File: config.mk
export PLATFORM = sky130hd
export DESIGN_NAME = de2_pio_blink_out
export DESIGN_NICKNAME = d
export VERILOG_FILES = /design/src/rtl/de2_pio_blink_out.sv
export SDC_FILE = /design/constraint.sdc
export NUM_CORES = 1
export LEC_CHECK = 0
export ABC_AREA = 1
export ABC_CLOCK_PERIOD_IN_PS = 2100
export BUFFER_PORTS_ARGS = -buffer_cell sky130_fd_sc_hd__buf_2
export CORE_ASPECT_RATIO = 1.75
export CORE_MARGIN = 5
export CORE_UTILIZATION = 50
export DETAILED_ROUTE_END_ITERATION = 7
export PLACE_DENSITY = 0.78
export RECOVER_POWER = 100
export SYNTH_ARGS = -nofsm -noshare
export SYNTH_HDL_FRONTEND = slang
export SYNTH_SLANG_ARGS = --single-unit
export TNS_END_PERCENT = 100
File: constraint.sdc
create_clock -name clk -period 2.1 [get_ports clk]
set_input_delay 0 -clock clk [delete_from_list [all_inputs] [get_ports clk]]
set_output_delay 0 -clock clk [all_outputs]
set_load 0.02 [all_outputs]
File: src/rtl/de2_pio_blink_out.sv
// Avalon-MM LED output PIO with atomic set/clear and a programmable blink mask.
// Masked bits are forced low during the off half of each blink period.
module de2_pio_blink_out #(
  parameter int unsigned            WIDTH       = 9,
  parameter logic [WIDTH-1:0]       RESET_VALUE = '0,
  parameter int unsigned            PERIOD_W    = 24
) (
  input  logic                clk,
  input  logic                reset_n,
  input  logic [2:0]          address,
  input  logic                chipselect,
  input  logic                write_n,
  input  logic [31:0]         writedata,
  output logic [31:0]         readdata,
  output logic [WIDTH-1:0]    out_port
);

  typedef enum logic [2:0] {
    REG_DATA     = 3'd0,
    REG_MASK     = 3'd1,
    REG_PERIOD   = 3'd2,
    REG_STATUS   = 3'd3,
    REG_OUTSET   = 3'd4,
    REG_OUTCLEAR = 3'd5
  } reg_addr_t;

  localparam logic [PERIOD_W-1:0] CNT_ONE = PERIOD_W'(1);

  logic [WIDTH-1:0]    data;
  logic [WIDTH-1:0]    blink_mask;
  logic [PERIOD_W-1:0] period;
  logic [PERIOD_W-1:0] cnt;
  logic                phase;

  logic                wr;
  logic [WIDTH-1:0]    wr_bits;
  reg_addr_t           reg_sel;

  assign wr      = chipselect & ~write_n;
  assign wr_bits = writedata[WIDTH-1:0];
  assign reg_sel = reg_addr_t'(address);

  // Bus-writable registers; STATUS and reserved addresses ignore writes.
  always_ff @(posedge clk or negedge reset_n) begin
    if (!reset_n) begin
      data       <= RESET_VALUE;
      blink_mask <= '0;
      period     <= '0;
    end else if (wr) begin
      case (reg_sel)
        REG_DATA:     data       <= wr_bits;
        REG_MASK:     blink_mask <= wr_bits;
        REG_PERIOD:   period     <= writedata[PERIOD_W-1:0];
        REG_OUTSET:   data       <= data | wr_bits;
        REG_OUTCLEAR: data       <= data & ~wr_bits;
        default:      ;
      endcase
    end
  end

  // Blink timebase; a PERIOD write restarts the on-phase from the same edge.
  always_ff @(posedge clk or negedge reset_n) begin
    if (!reset_n) begin
      cnt   <= '0;
      phase <= 1'b1;
    end else if ((wr && reg_sel == REG_PERIOD) || period == '0) begin
      cnt   <= '0;
      phase <= 1'b1;
    end else if (cnt == period - CNT_ONE) begin
      cnt   <= '0;
      phase <= ~phase;
    end else begin
      cnt   <= cnt + CNT_ONE;
    end
  end

  // Zero-wait-state read mux; write-only and reserved addresses read as zero.
  always_comb begin
    readdata = '0;
    case (reg_sel)
      REG_DATA:   readdata = 32'(data);
      REG_MASK:   readdata = 32'(blink_mask);
      REG_PERIOD: readdata = 32'(period);
      REG_STATUS: readdata = 32'(phase);
      default:    readdata = '0;
    endcase
  end

  // Pin drive depends on registers only, never on the bus inputs.
  always_comb begin
    out_port = data & ~(blink_mask & {WIDTH{~phase}});
  end

endmodule

==> insert_results.sql <==
INSERT INTO impl_metrics (metric_group, metric, value, unit) VALUES
('clocking', 'cts_h_tree_lvls', '3', ''),
('setup_path', 'worstPathRequired', '2.32', 'ns'),
('floorplan', 'standard_cell_row_count', '44', ''),
('floorplan', 'die_width', '79.82', 'um'),
('setup_path', 'critPathCaptureType', 'flop', ''),
('routing', 'detailedRoute.firstPassIterationCount', '5', ''),
('routing', 'dr.first_iter.drc_count', '290', ''),
('sta', 'finalHoldViolations', '0', ''),
('setup_path', 'worst_setup_path_type', 'flop to flop', ''),
('yosys', 'syn_avg_cell_area', '7.341', 'um^2'),
('sta', 'worst_margin_slew', '1.118', 'ns'),
('sta', 'fmaxAchievable', '475.3', 'MHz'),
('yosys', 'yosys_warnings', '0', ''),
('floorplan', 'die_h', '132.2', 'um'),
('power', 'power_density', '896.0', 'nW/um^2'),
('global_route', 'largest_net_degree_at_the_start_of_global_routing', '49', ''),
('sta', 'worst_slack', '-0.004051', 'ns'),
('cells_and_area', 'final_layout_size_suffix_gt1_share', '19.86', '%'),
('yosys', 'postSynth.asyncResetShare', '100.0', '%'),
('floorplan', 'floorplan.initialDensity', '51.31', '%'),
('setup_path', 'crit_fanout', '8', ''),
('floorplan', 'overall_die_area', '10550', 'um^2'),
('routing', 'dr_total_vias', '4407', ''),
('yosys', 'synth-seq-cells', '67', ''),
('cells_and_area', 'synthToLayoutAreaGrowth', '29.07', '%'),
('clocking', 'clk_pin_slew', '0.05', 'ns'),
('sta', 'rsz0062_at_grt', 'true', ''),
('placement', 'io_buffer_count', '63', ''),
('yosys', 'synth_top_flop_cell', 'dfrtp_1', ''),
('sta', 'fin_hold_ws', '0.008416', 'ns'),
('global_route', 'grt_util_all_layers', '24.84', '%'),
('sta', 'finalSetupTns', '-0.01058', 'ns'),
('floorplan', 'fp.coreArea', '8313', 'um^2'),
('sta', 'slew_viol_final', '0', ''),
('routing', 'via_to_cell_ratio', '5.407', ''),
('power', 'pwr-share-comb', '33.1', '%'),
('placement', 'placement.setup.worst_slack', '-0.06325', 'ns'),
('yosys', 'syn_area', '4265', 'um^2'),
('clocking', 'cts.root.buffer_cell', 'clkbuf_16', ''),
('clocking', 'cts.sinks', '67', ''),
('setup_path', 'critical_path_arrival', '2.32', 'ns'),
('global_route', 'grt_overflow', '0', ''),
('power', 'netSwitchingFraction', '35.91', '%'),
('sta', 'finalCritPeriodShare', '100.2', '%'),
('routing', 'wirelength', '12890', 'um'),
('global_route', 'global_route_wire_length_before_repair', '20700', 'um'),
('min_path', 'timing.hold.worst.class', 'primary input to flop', ''),
('yosys', 'synth_cells', '581', ''),
('setup_path', 'r2r_setup_slack', '-0.004', 'ns'),
('clocking', 'tritoncts.num_buffers', '9', ''),
('sta', 'finalSetupViolations', '4', ''),
('setup_path', 'cell_mode_on_critical_path', 'nor2_1', ''),
('placement', 'dpl-instance-area', '4802', 'um^2'),
('clocking', 'cts_tree', 'done', ''),
('power', 'total_leakage_power', '2.590', 'nW'),
('yosys', 'synth.yosys.seq_area_share', '39.34', '%'),
('clocking', 'clk_latency', '0.33', 'ns'),
('cells_and_area', 'post-route-util', '66.23', '%'),
('run_status', 'violations', 'setup timing', ''),
('setup_path', 'timing.critical_path.slowest_stage_cell', 'dfrtp_1', ''),
('routing', 'number_of_nets_still_failing_antenna_checks_after_routing', '0', ''),
('placement', 'final_replace_weighted_congestion', '0.8898', ''),
('floorplan', 'io_pins', '80', ''),
('cells_and_area', 'final_cell_mix', '111 x nand2_1, 74 x inv_1, 73 x nor2_1', ''),
('power', 'seqPwrFrac', '37.1', '%'),
('cells_and_area', 'layout.nets', '736', ''),
('job', 'drv_cap', '0', ''),
('yosys', 'synth-edff-count', '0', ''),
('setup_path', 'timing.critical_path.buf_inv', '3', ''),
('routing', 'drc', '0', ''),
('run_status', 'outcome', 'finished, violations left', '');
cell families (layout without fill, tap and decap cells):
kind of cell | Yosys count | after routing | share of synthesized area, %
other | 1 | 8 | 0.08792
xor gates and xnor gates | 42 | 42 | 8.624
adders and majority gates | 2 | 2 | 0.5866
DFF | 67 | 67 | 39.34
and+or+nand+nor | 291 | 292 | 30.62
buffers and inverters | 100 | 211 | 10.27
AOI/OAI and AO/OA | 78 | 78 | 10.47
final timing paths:
| path | startpoint | end | cells past startpoint |
|---|---|---|---|
| max in group asynchronous | reset_n | period[8] | 3 |
| worst max-delay path | period[1] | cnt[11] | 13 |
| min in group asynchronous | reset_n | cnt[17] | 2 |
| worst min-delay path | writedata[0] | blink_mask[0] | 3 |
| worst max register to register | period[1] | cnt[11] | 13 |
| worst min register to register | blink_mask[4] | blink_mask[4] | 2 |
synth_stat cells, drive strengths merged (2+ instances only):
cell	count	area (um^2)
nor4	2	12.51
xnor2	19	166.4
ha	2	25.02
buf	12	107.6
nor3	3	15.01
clkbuf	11	41.29
o21ai	23	115.1
nor2	111	486.7
nand2	118	455.4
nand3b	5	37.54
xor2	23	201.4
a21oi	33	165.2
o22ai	10	62.56
dfrtp	66	1652
nand4	13	87.58
inv	76	285.3
nand3	38	205.2
o221ai	8	70.07
flip-flops by register name, indices dropped and copies added, names as in the netlist:
name,count
blink_mask,9
cnt,24
phase,1
data,9
period,24
power by group through the flow:
stage / registers (mW) / clock network [mW] / logic, mW
detailed placement: 1.81 / 0 / 1.42
global placement: 1.80 / 0 / 1.37
CTS: 1.79 / 1.49 / 1.49
global route: 1.86 / 1.55 / 1.81
finish: 1.83 / 1.47 / 1.63
floorplan: 1.73 / 0 / 1.04
what timing repair did:
action                                 4_1_cts  5_1_grt
pin swaps                                    2       14
setup endpoints to repair                   23       25
buffers inserted                             0        9
endpoints found under the hold margin       40        0
gates cloned                                 1        1
resized for setup                            3       46
hold buffers                                20        0
through the flow:
stage	power (mW)	std cells
6_report	4.933	815
5_1_grt	5.215	815
4_1_cts	4.777	805
3_5_place_dp	3.232	768
3_3_place_gp	3.172	768
2_1_floorplan	2.776	588
cell type report:
type / instances / area [um^2]
Tap cell: 115 / 143.9
Clock buffer: 14 / 254.0
Clock inverter: 2 / 35.03
Inverter: 77 / 289.0
Sequential cell: 67 / 1688
Fill cell: 676 / 2808
Timing Repair Buffer: 118 / 764.5
Multi-Input combinational cell: 422 / 2331
worst reg2reg max path, delay by kind of cell, from the launching register on:
kind	cells	cell delay [ns]
xor gates and xnor gates	2	0.28
buffers and inverters	3	0.41
DFF	1	0.43
adders and majority gates	1	0.19
and+or+nand+nor	7	0.68
per-layer routing:
layer | up-vias | track usage (%) | wire length (um)
met1 | 2097 | 25.46 | 4426
met2 | 171 | 44.93 | 7029
li1 | 2075 | - | -
met3 | 64 | 3.967 | 619
met5 | - | 0 | 0
met4 | 0 | 16.26 | 818
(Power assumes the default switching activity.)
